[config.mk]
export PLATFORM = sky130hd
export DESIGN_NAME = io_bank_responder
export DESIGN_NICKNAME = d
export VERILOG_FILES = /design/src/rtl/io_bank_responder.sv
export SDC_FILE = /design/constraint.sdc
export NUM_CORES = 1
export LEC_CHECK = 0
export ABC_CLOCK_PERIOD_IN_PS = 10270
export BUFFER_PORTS_ARGS = -buffer_cell sky130_fd_sc_hd__clkbuf_2
export CAP_MARGIN = 40
export CORE_MARGIN = 3
export CORE_UTILIZATION = 64
export DETAILED_ROUTE_END_ITERATION = 10
export PLACE_DENSITY_LB_ADDON = 0.2
export SYNTH_ARGS = -nofsm -noshare
export SYNTH_HDL_FRONTEND = slang
export SYNTH_SLANG_ARGS = --single-unit
export TNS_END_PERCENT = 5
[constraint.sdc]
create_clock -name clk -period 10.27 [get_ports clk]
set_input_delay 1.5405 -clock clk [delete_from_list [all_inputs] [get_ports clk]]
set_output_delay 1.5405 -clock clk [all_outputs]
set_load 0.01 [all_outputs]
[src/rtl/io_bank_responder.sv]
// rtl/io_bank_responder.sv - memory-mapped I/O bank: ms counter, cycle timer with irq, keyboard FIFO, LEDs
// Reads are combinational from addr; writes and FIFO pops commit on the next posedge.
module io_bank_responder #(
  parameter int CLKS_PER_MS = 50000,
  parameter int FIFO_DEPTH  = 8,
  parameter int LED_WIDTH   = 8
) (
  input  logic                 clk,
  input  logic                 reset,
  input  logic                 en,
  input  logic [3:0]           memWrite,
  input  logic [10:0]          addr,
  input  logic [31:0]          wdata,
  output logic [31:0]          rdata,
  input  logic                 key_valid,
  input  logic [7:0]           key_code,
  output logic [LED_WIDTH-1:0] leds,
  output logic                 irq
);

  localparam int PW = (CLKS_PER_MS > 1) ? $clog2(CLKS_PER_MS) : 1;
  localparam int AW = (FIFO_DEPTH > 1) ? $clog2(FIFO_DEPTH) : 1;
  localparam int CW = AW + 1;

  localparam logic [PW-1:0] PRESC_MAX = PW'(CLKS_PER_MS - 1);
  localparam logic [PW-1:0] PRESC_ONE = PW'(1);
  localparam logic [AW-1:0] PTR_ONE   = AW'(1);
  localparam logic [CW-1:0] CNT_ONE   = CW'(1);
  localparam logic [CW-1:0] CNT_FULL  = CW'(FIFO_DEPTH);

  localparam logic [10:0] A_MS     = 11'h000;
  localparam logic [10:0] A_LOAD   = 11'h001;
  localparam logic [10:0] A_CTRL   = 11'h002;
  localparam logic [10:0] A_STAT   = 11'h003;
  localparam logic [10:0] A_KSTAT  = 11'h004;
  localparam logic [10:0] A_KDATA  = 11'h005;
  localparam logic [10:0] A_LEDS   = 11'h006;
  localparam logic [10:0] A_TCOUNT = 11'h007;

  logic [PW-1:0]        r_presc;
  logic [31:0]          r_ms;
  logic [31:0]          r_load;
  logic [31:0]          r_tcount;
  logic [2:0]           r_ctrl;
  logic                 r_expired;
  logic                 r_irq;
  logic [7:0]           r_mem [FIFO_DEPTH];
  logic [AW-1:0]        r_wptr;
  logic [AW-1:0]        r_rptr;
  logic [CW-1:0]        r_count;
  logic                 r_ovf;
  logic [LED_WIDTH-1:0] r_leds;

  logic                 w_rd;
  logic                 w_wr;
  logic [31:0]          w_mask;
  logic [31:0]          w_load_next;
  logic [LED_WIDTH-1:0] w_leds_next;
  logic                 w_tick;
  logic                 w_expire;
  logic                 w_w1c_exp;
  logic                 w_w1c_ovf;
  logic                 w_empty;
  logic                 w_full;
  logic                 w_pop;
  logic                 w_push;
  logic                 w_drop;

  assign w_rd   = en & (memWrite == 4'b0000);
  assign w_wr   = en & (memWrite != 4'b0000);
  assign w_mask = {{8{memWrite[3]}}, {8{memWrite[2]}}, {8{memWrite[1]}}, {8{memWrite[0]}}};

  // Byte-lane merge: unstrobed bytes keep their current value.
  assign w_load_next = (wdata & w_mask) | (r_load & ~w_mask);
  assign w_leds_next = (wdata[LED_WIDTH-1:0] & w_mask[LED_WIDTH-1:0]) |
                       (r_leds & ~w_mask[LED_WIDTH-1:0]);

  assign w_tick    = r_ctrl[0] & (r_tcount != 32'd0);
  assign w_expire  = r_ctrl[0] & (r_tcount == 32'd1);
  assign w_w1c_exp = w_wr & (addr == A_STAT) & memWrite[0] & wdata[0];
  assign w_w1c_ovf = w_wr & (addr == A_KSTAT) & memWrite[0] & wdata[2];

  assign w_empty = (r_count == '0);
  assign w_full  = (r_count == CNT_FULL);
  assign w_pop   = w_rd & (addr == A_KDATA) & ~w_empty;
  // A full FIFO still accepts a push when the same cycle pops the head.
  assign w_push  = key_valid & (~w_full | w_pop);
  assign w_drop  = key_valid & w_full & ~w_pop;

  always_ff @(posedge clk) begin
    if (reset) begin
      r_presc <= '0;
      r_ms    <= '0;
    end else if (r_presc == PRESC_MAX) begin
      r_presc <= '0;
      r_ms    <= r_ms + 32'd1;
    end else begin
      r_presc <= r_presc + PRESC_ONE;
    end
  end

  always_ff @(posedge clk) begin
    if (reset) begin
      r_load    <= '0;
      r_tcount  <= '0;
      r_ctrl    <= '0;
      r_expired <= 1'b0;
      r_irq     <= 1'b0;
    end else begin
      if (w_wr & (addr == A_LOAD)) begin
        r_load   <= w_load_next;
        r_tcount <= w_load_next;
      end else if (w_expire) begin
        r_tcount <= r_ctrl[1] ? r_load : 32'd0;
      end else if (w_tick) begin
        r_tcount <= r_tcount - 32'd1;
      end
      if (w_wr & (addr == A_CTRL) & memWrite[0])
        r_ctrl <= wdata[2:0];
      if (w_expire)
        r_expired <= 1'b1;
      else if (w_w1c_exp)
        r_expired <= 1'b0;
      r_irq <= r_expired & r_ctrl[2];
    end
  end

  // Storage needs no reset: pointers and count gate every read of it.
  always_ff @(posedge clk) begin
    if (!reset && w_push)
      r_mem[r_wptr] <= key_code;
  end

  always_ff @(posedge clk) begin
    if (reset) begin
      r_wptr  <= '0;
      r_rptr  <= '0;
      r_count <= '0;
      r_ovf   <= 1'b0;
    end else begin
      if (w_push) r_wptr <= r_wptr + PTR_ONE;
      if (w_pop)  r_rptr <= r_rptr + PTR_ONE;
      case ({w_push, w_pop})
        2'b10:   r_count <= r_count + CNT_ONE;
        2'b01:   r_count <= r_count - CNT_ONE;
        default: r_count <= r_count;
      endcase
      if (w_drop)
        r_ovf <= 1'b1;
      else if (w_w1c_ovf)
        r_ovf <= 1'b0;
    end
  end

  always_ff @(posedge clk) begin
    if (reset)
      r_leds <= '0;
    else if (w_wr & (addr == A_LEDS))
      r_leds <= w_leds_next;
  end

  always_comb begin
    rdata = 32'd0;
    if (w_rd) begin
      case (addr)
        A_MS:     rdata = r_ms;
        A_LOAD:   rdata = r_load;
        A_CTRL:   rdata = {29'd0, r_ctrl};
        A_STAT:   rdata = {31'd0, r_expired};
        A_KSTAT:  rdata = (32'(r_count) << 8) | {29'd0, r_ovf, w_full, ~w_empty};
        A_KDATA:  rdata = w_empty ? 32'd0 : {24'd0, r_mem[r_rptr]};
        A_LEDS:   rdata = 32'(r_leds);
        A_TCOUNT: rdata = r_tcount;
        default:  rdata = 32'd0;
      endcase
    end
  end

  assign leds = r_leds;
  assign irq  = r_irq;

endmodule

Yosys cells after proc, flatten, opt, wreduce, memory -nomap -nowiden
Memories as Yosys holds them, arrays and structs flattened. A register that Yosys moved wholly into a read port is not among the register bits.
Cells that the tools add are included.
{"block": "word_totals", "reg_bits": 136, "out_inout_bits": 41, "input_bits": 59, "elab_cells": 93, "mem_count": 1, "ram_bits": 64}
{"memory": "r_mem", "depth": 8, "width": 8, "read_ports": 1, "rd_clocked_by_memory_dff": 1, "wr": 1, "line_no": "47", "rtl": "logic [7:0] r_mem [FIFO_DEPTH];"}
{"block": "classes", "muxes": 16, "addsub": 7, "bitwise": 33, "n_reduce_logical": 12, "n_eq_ne": 12}
{"cell": "32-bit one-hot mux with 8 select lines", "n": 1}
{"cell": "32-bit 2-to-1 mux", "n": 5}
{"cell": "32-bit AND", "n": 2}
{"cell": "11-bit by 3-bit equality test with 1-bit output, second input constant", "n": 4}
{"cell": "32-bit by 1-bit adder with 32-bit output, second input constant", "n": 1}
{"cell": "32-bit by 1-bit equality test with 1-bit output, second input constant", "n": 1}
{"cell": "32-bit inverter", "n": 1}
{"cell": "32-bit bitwise OR", "n": 1}
{"cell": "32-bit nonzero test", "n": 1}
{"cell": "32-bit by 1-bit subtractor with 32-bit output, second input constant", "n": 1}
{"cell": "11-bit by 2-bit equality test with 1-bit output, second input constant", "n": 2}
{"cell": "1-bit AND", "n": 20}
{"cell": "16-bit by 1-bit adder with 16-bit output, second input constant", "n": 1}
{"cell": "8-bit AND", "n": 2}
{"cell": "16-bit equality test, second input constant", "n": 1}
{"cell": "12-bit by 3-bit bitwise OR with 12-bit output", "n": 1}
{"cell": "11-bit by 1-bit equality test with 1-bit output, second input constant", "n": 1}
{"cell": "11-bit zero test", "n": 1}
{"cell": "4-bit zero test", "n": 2}
{"cell": "8-bit 2-to-1 mux", "n": 1}
{"cell": "8-bit inverter", "n": 1}
{"cell": "8-bit bitwise OR", "n": 1}
{"cell": "4-bit one-hot mux with 2 select lines", "n": 1}
{"cell": "3-bit by 1-bit adder with 3-bit output, second input constant", "n": 2}
{"cell": "15 further kinds", "n": 25}

Depth between registers and ports, before layout
Gate-level depths: netlist (run 1).
{"block": "logic_depth", "word_depth": 9, "ltp_mapped": 10, "depth_no_buf": 9}

Least setup slack after synthesis (run 1)
No wires, ideal clock.
{"block": "synth_path", "path_kind": "input-to-output", "start": "input port addr[6]", "end": "output port rdata[11]", "n_path_buf": 1, "stages": 6, "slack_ns": 5.143, "arrival_time_ns": 3.586, "required_ns": 8.729, "cell_sequence": "or4_1 > or3_1 > nor3b_1 > clkbuf_1 > a22oi_1 > a21oi_1"}
{"block": "synth_via", "elab_chain_len": 3, "word_cells_on_any_way": 10, "classes_between": "7 x eq/ne; 2 x mux; 1 x reduce/logical"}
{"item": "start: declaration", "line_no": "12", "rtl": "input logic [10:0] addr,"}
{"item": "11-bit by 3-bit equality test with 1-bit output (tied with other cells)", "line_no": "165", "rtl": "case (addr)"}
{"item": "32-bit one-hot mux with 8 select lines *", "line_no": "165"}
{"item": "32-bit 2-to-1 mux *", "line_no": "164", "rtl": "if (w_rd) begin"}
{"item": "end: declaration", "line_no": "14", "rtl": "output logic [31:0] rdata,"}
Mark *: on every way between the ends. The rest lies on a longest branch, timed or not.

Worst setup path after layout (run 1)
{"block": "layout_path", "start": "input port memWrite[0]", "end": "output port rdata[3]"}
{"block": "layout_via", "elab_chain_len": 3}
{"item": "start: declaration", "line_no": "11", "rtl": "input logic [3:0] memWrite,"}
{"item": "4-bit zero test", "line_no": "69", "rtl": "assign w_rd = en & (memWrite == 4'b0000);"}
{"item": "1-bit AND", "line_no": "69"}
{"item": "32-bit 2-to-1 mux", "line_no": "164"}
No other way between the ends.

==> flow_metrics.py, run 1 <==
metrics = {
    "sta": {
        "slew-limit-headroom": 0.346,
        "whs_ns": 0.451,
        "layout_min_cycle_time_ns": 5.98,
        "finalMaxSlewViolations": 0,
        "worstMarginPinSlew_ns": 0.972,
        "setup_ws_ns": 4.29,
        "tns_ns": 0,
        "clock_skew_ns": 0.0156,
        "setup_viol": 0,
        "rsz0062_at_grt": "no",
        "period_share": 0.582,
        "hold_violations": 0,
        "timing.fmax_mhz": 167,
    },
    "cells_and_area": {
        "layout-drive-gt1-share": 0.170,
        "final_cell_mix": "dfxtp_1, nor2_1, clkbuf_2",
        "diodes": 0,
        "area_growth_pct": 13.3,
        "final_nets": 1190,
        "postLayoutCellArea_um2": 11300,
        "final_common_cell": "dfxtp_1",
    },
    "pwr": {
        "ir_worst_vdd_mv": 0.152,
        "powerDensity_nw_per_um2": 149,
        "total_power_mw": 1.67,
        "leakage_nw": 3.81,
    },
    "detailed_routing": {
        "ant_nets": 0,
        "routed_via_density": 6.90,
        "drtIter0Drc": 1164,
        "wl_per_cell_um": 21.9,
        "route.detailed.drc": 0,
        "totalWireLength_um": 29000,
        "dr.pass1.iters": 6,
        "via_count": 9129,
    },
    "synth": {
        "synth_area_um2": 9950,
        "async_reset_ff_frac": 0,
        "synth_edf_count": 64,
        "synth.top_cell.area_share": 0.280,
        "yosys_warnings": 0,
        "avgSynthCellArea_um2": 9.44,
        "yosysTopAreaCell": "dfxtp_1",
        "ys.flop_type": "dfxtp_1",
        "synth_cell_types": 67,
        "synth-seq-cells": 203,
        "synthTopCellsByArea": "dfxtp_1, edfxtp_1, nor2_1, mux4_2, nand2_1",
        "yosysSeqAreaShare": 0.473,
        "synth_cells": 1054,
        "synth_fp_nets": 1120,
    },
    "die": {
        "core-area_um2": 14900,
        "die_w_um": 131,
        "placementRows": 44,
        "die_y_um": 131,
        "die_area_um2": 17100,
        "io_pins": 100,
        "initial_core_util": 0.669,
    },
    "global_route": {
        "grt_first_pass_wirelength_um": 45000,
        "overflow": 0,
        "grt_pass1_vias": 8539,
        "antenna_found_initial": 0,
        "grt_util_all_layers": 0.334,
        "grt_max_degree": 70,
    },
    "clocking": {
        "cts_tree": "done",
        "cts_num_sinks": 203,
        "clkSlewWorstSetupHoldPaths_ns": 0.06,
        "root_buffer": "clkbuf_16",
        "cts_hold_buffers": 0,
        "cts_inserted_buffers": 22,
        "clk-insertion-delay-late_ns": 0.51,
        "cts_setup_buffers": 0,
        "clockBufferDepth": 3,
        "cts.htree.levels": 1,
        "ctsResizeCount": 0,
    },
    "worst_setup_path": {
        "crit_arrival_ns": 4.44,
        "start_kind": "input port",
        "end_kind": "output port",
        "crit_fanout": 17,
        "path_class": "input port to output port",
        "cp_data_required_time_ns": 8.73,
        "regToRegSetupSlack_ns": 6.63,
    },
    "place": {
        "pre_cts_slack_ns": 4.35,
        "portBuffers": 99,
        "place_congestion": 0.922,
        "place_area_um2": 10600,
        "hpwlAfterDp_um": 19400,
    },
    "outcome": {
        "status": "complete, no violations",
    },
    "hold_path": {
        "hp-class": "flop to flop",
    },
    "run": {
        "maxCapViolCount": 0,
    },
}
-- sequential cells by signal, indices dropped and copies added (netlist names), named ones only --
register	cells
r_ovf	1
r_rptr	3
r_wptr	3
r_presc	16
r_ctrl	3
r_load	32
r_count	4
r_ms	32
r_mem	64
irq	1
r_tcount	32
r_expired	1
-- cell usage after synthesis (all sizes together), types with 13 or more instances --
| library cell | number |
|---|---|
| inv | 18 |
| nand4 | 15 |
| nand3 | 32 |
| a31oi | 15 |
| xnor2 | 35 |
| nand2 | 94 |
| clkbuf | 55 |
| mux2i | 22 |
| nor2 | 135 |
| nor3 | 43 |
| a221oi | 17 |
| a22oi | 23 |
| a222oi | 21 |
| nor4 | 27 |
| mux4 | 16 |
| dfxtp | 139 |
| o21ai | 32 |
| edfxtp | 64 |
| and3 | 19 |
| a211oi | 13 |
| or3 | 17 |
| a21oi | 63 |
-- per-layer routing --
| layer | up-vias | wire length, um | global-route usage |
|---|---|---|---|
| li1 | 4109 | - | - |
| met1 | 4302 | 10700 | 0.417 |
| met2 | 598 | 14000 | 0.567 |
| met3 | 120 | 2830 | 0.0541 |
| met4 | 0 | 1550 | 0.161 |
| met5 | - | 0 | 0 |
-- stage by stage --
step | util | instances
detailed placement | 0.710 | 1284
global route | 0.758 | 1324
finish | 0.758 | 1324
floorplan | - | 1054
global placement | 0.708 | 1282
CTS | 0.758 | 1324
-- final timing paths --
check,startpoint,to,cells past startpoint
setup / recovery,memWrite[0],rdata[3],6
setup reg to reg,r_count[1]$_SDFFE_PP0P_,r_mem[7][4]$_DFFE_PP_,6
hold / removal,r_expired$_SDFFE_PP0P_,irq$_SDFF_PP0_,2
hold reg to reg,r_expired$_SDFFE_PP0P_,irq$_SDFF_PP0_,2
-- power breakdown --
group	total (mW)	switching (mW)	internal [mW]
registers	0.839	0.00526	0.833
logic	0.0548	0.0366	0.0181
clock network	0.781	0.325	0.456
-- layout make-up --
type	count	area, um2
inverter	18	67.6
clock inverter	11	95.1
fill	1050	3590
timing repair buffer	113	618
sequential	203	4700
tap	184	230
multi-input combinational	766	4930
clock buffer	29	627
-- cells by family after synthesis --
family | after synthesis | synth area share
muxes | 39 | 0.0595
buffers and inverters | 85 | 0.0333
AOI/OAI and AO/OA | 227 | 0.161
xor gates and xnor gates | 45 | 0.0396
and+or+nand+nor | 448 | 0.225
DFF | 203 | 0.473
adders and majority gates | 7 | 0.00880
-- worst max-delay path: stages --
cell and delay, ns:
clkbuf_2 0.22, nor4_1 0.85, nand4_1 0.88, buf_4 0.50, a31oi_1 0.25, clkbuf_2 0.19
Power figures use the tool's default switching activity.
==> run 2: changes to the inputs <==
- ABC_AREA: default -> 1
- ABC_CLOCK_PERIOD_IN_PS: 10270 -> 5070
- CORE_UTILIZATION: 64 -> 55
- clock period: 10.27 -> 5.07 ns (I/O delays scaled with it)
==> run 2 against run 1 <==
Against the previous run: sequential share of layout area fell by 6.6 points; via count up 29%; final cell count up 60%; clock power is 120% higher; flip-flop and latch count did not move; critical path depth grew 5; die area is 38% higher; synthesized cell count is 66% higher; worst hold slack worse by 0.0073 ns; routed wire length grew 23%; critical path type unchanged; largest cell class unchanged; global-route usage shrank 3.9 points; clock skew is 0.0011 ns higher.
==> flow_metrics.py, run 2 <==
metrics = {
    "outcome": {
        "status": "complete, no violations",
    },
    "synth": {
        "synth-seq-cells": 203,
        "synthMostInstantiatedCell": "nand2_1",
        "avgSynthCellArea_um2": 6.83,
        "synth_common_cells": "nand2_1, nor2_1, inv_1",
        "yosysTopAreaCell": "dfxtp_1",
        "synth_cell_types": 44,
        "synth_area_um2": 11900,
        "synth_cells": 1748,
        "synth.top_cell.area_share": 0.233,
        "yosys_warnings": 0,
        "synth_fp_nets": 1814,
        "synthTopCellsByArea": "dfxtp_1, edfxtp_1, nand2_1, nor2_1, inv_1",
        "synth_edf_count": 64,
        "ys.flop_type": "dfxtp_1",
        "async_reset_ff_frac": 0,
        "yosysSeqAreaShare": 0.394,
    },
    "cells_and_area": {
        "largest_register_ffs": 64,
        "layout-drive-gt1-share": 0.119,
        "diodes": 0,
        "final_cell_mix": "nand2_1, nor2_1, inv_1",
        "postLayoutCellArea_um2": 13400,
        "final_nets": 1887,
        "fillerInstances": 1934,
        "area_growth_pct": 12.1,
        "final_common_cell": "nand2_1",
        "top_register": "r_mem",
    },
    "worst_setup_path": {
        "regToRegSetupSlack_ns": 2.51,
        "crit_buf_inv": 3,
        "slowest_delay_ns": 0.57,
        "worstSetupStartpoint": "addr[4]",
        "cpMostUsedCell": "nor2_1",
        "cp-endpoint": "rdata[2]",
        "cp_data_required_time_ns": 4.31,
        "crit_arrival_ns": 2.97,
        "path_class": "input port to output port",
        "r2r_cells": 9,
        "regToRegEndpoint": "r_mem[0][5]$_DFFE_PP_",
        "path_cells": "clkbuf_2 > nor2_1 > nand3_1 > nor2_1 > nand3_1 > inv_2 > nand2_1 > nand3_1 > nor2_1 > nor2_1 > clkbuf_2",
        "critPathSlowestCell": "nand3_1",
        "start_kind": "input port",
        "end_kind": "output port",
        "reg2reg_from": "r_count[2]$_SDFFE_PP0P_",
        "cp.depth": 11,
        "crit_fanout": 17,
        "critical_path.top_delay_family": "simple AND/OR/NAND/NOR gates",
    },
    "detailed_routing": {
        "via_count": 11700,
        "routed_via_density": 5.55,
        "totalWireLength_um": 35600,
        "wl_per_cell_um": 16.9,
        "drtIter0Drc": 1200,
        "route.detailed.drc": 0,
        "ant_nets": 0,
        "dr.pass1.iters": 5,
    },
    "global_route": {
        "grt_util_all_layers": 0.295,
        "grt_max_degree": 66,
        "grt_pass1_vias": 10600,
        "grt_first_pass_wirelength_um": 56800,
        "antenna_found_initial": 0,
        "overflow": 0,
    },
    "place": {
        "portBuffers": 99,
        "hpwlAfterDp_um": 26100,
        "place_area_um2": 12600,
        "place_congestion": 0.968,
    },
    "hold_path": {
        "hp-class": "flop to flop",
        "min_from": "r_presc[0]$_SDFF_PP0_",
    },
    "sta": {
        "rsz0062_at_grt": "no",
        "setup_viol": 0,
        "timing.fmax_mhz": 268,
        "finalMaxSlewViolations": 0,
        "clock_skew_ns": 0.0168,
        "period_share": 0.736,
        "tns_ns": 0,
        "worstMarginPinSlew_ns": 0.863,
        "hold_violations": 0,
        "slew-limit-headroom": 0.422,
        "layout_min_cycle_time_ns": 3.73,
    },
    "die": {
        "die_y_um": 153,
        "io_pins": 100,
        "core-area_um2": 21200,
        "initial_core_util": 0.565,
        "die_w_um": 153,
        "placementRows": 53,
        "die_area_um2": 23500,
    },
    "pwr": {
        "powerDensity_nw_per_um2": 267,
        "ir_worst_vdd_mv": 0.305,
        "leakage_nw": 5.87,
    },
    "clocking": {
        "clk-insertion-delay-late_ns": 0.53,
        "ctsResizeCount": 0,
        "cts_setup_buffers": 0,
        "cts.htree.levels": 1,
        "clockBufferDepth": 3,
        "clkSlewWorstSetupHoldPaths_ns": 0.06,
        "cts_hold_buffers": 0,
        "cts_num_sinks": 203,
        "root_buffer": "clkbuf_16",
        "cts_inserted_buffers": 23,
        "cts_tree": "done",
    },
    "run": {
        "maxCapViolCount": 0,
    },
}
## run 2: cell count changes in the layout (fill, tap and decap cells not counted), moves of 19 or more
cell / change
a21oi_1: +37
a222oi_1: -21
a22oi_1: -23
inv_1: +214
mux2i_1: -22
nand2_1: +332
nand3_1: +60
nor2_1: +106
nor4_1: -23
o21ai_0: +90
o21ai_1: +19
o22ai_1: +28
xnor2_1: -35
xor2_1: +24
## run 2: kinds of logic after synthesis
family	count (synthesis)	share of synthesized area
compound gates	311	0.146
xor+xnor	34	0.0249
fa+ha+maj	7	0.00733
buf+inv	302	0.0996
flops	203	0.394
simple gates	891	0.328
## run 2: worst min path at each step
stage,endpoint,slack (ns),cells after the start
after global routing,r_presc[0]$_SDFF_PP0_,0.46,1
after floorplan,r_presc[0]$_SDFF_PP0_,0.42,1
after global placement,r_presc[0]$_SDFF_PP0_,0.43,1
after detailed placement,r_presc[0]$_SDFF_PP0_,0.44,1
after CTS,r_presc[0]$_SDFF_PP0_,0.45,1
final,r_presc[0]$_SDFF_PP0_,0.44,1
## run 2: layer usage
layer  vias to the layer above  part of all wire  track usage
met5                         -                 0            0
met4                         0             0.037        0.102
met3                        85             0.087       0.0456
met2                       535              0.43        0.449
met1                      5301              0.45        0.429
li1                       5816                 -            -
## run 2: cell type report
cell class	instances	area (um2)	area share
tap	275	344	0.0257
inverter	241	905	0.0676
multi-input combinational	1243	6050	0.452
timing repair buffer	109	591	0.0441
clock buffer	31	639	0.0478
sequential	203	4700	0.351
clock inverter	11	151	0.0113
## run 2: where the power goes
group / switching, mW / internal (mW)
clock: 0.699 / 1.05
combinational: 0.0966 / 0.0426
sequential: 0.00707 / 1.69
## run 2: through the flow
stage	total power [mW]	hold slack [ns]	cells	setup WS, ns	util
after global placement	1.86	0.435	2069	1.46	0.594
after floorplan	1.81	0.418	1748	2.31	-
after detailed placement	1.87	0.435	2071	1.40	0.595
after global routing	3.68	0.464	2113	1.20	0.633
after CTS	3.60	0.447	2113	1.40	0.633
final	3.58	0.444	2113	1.34	0.633
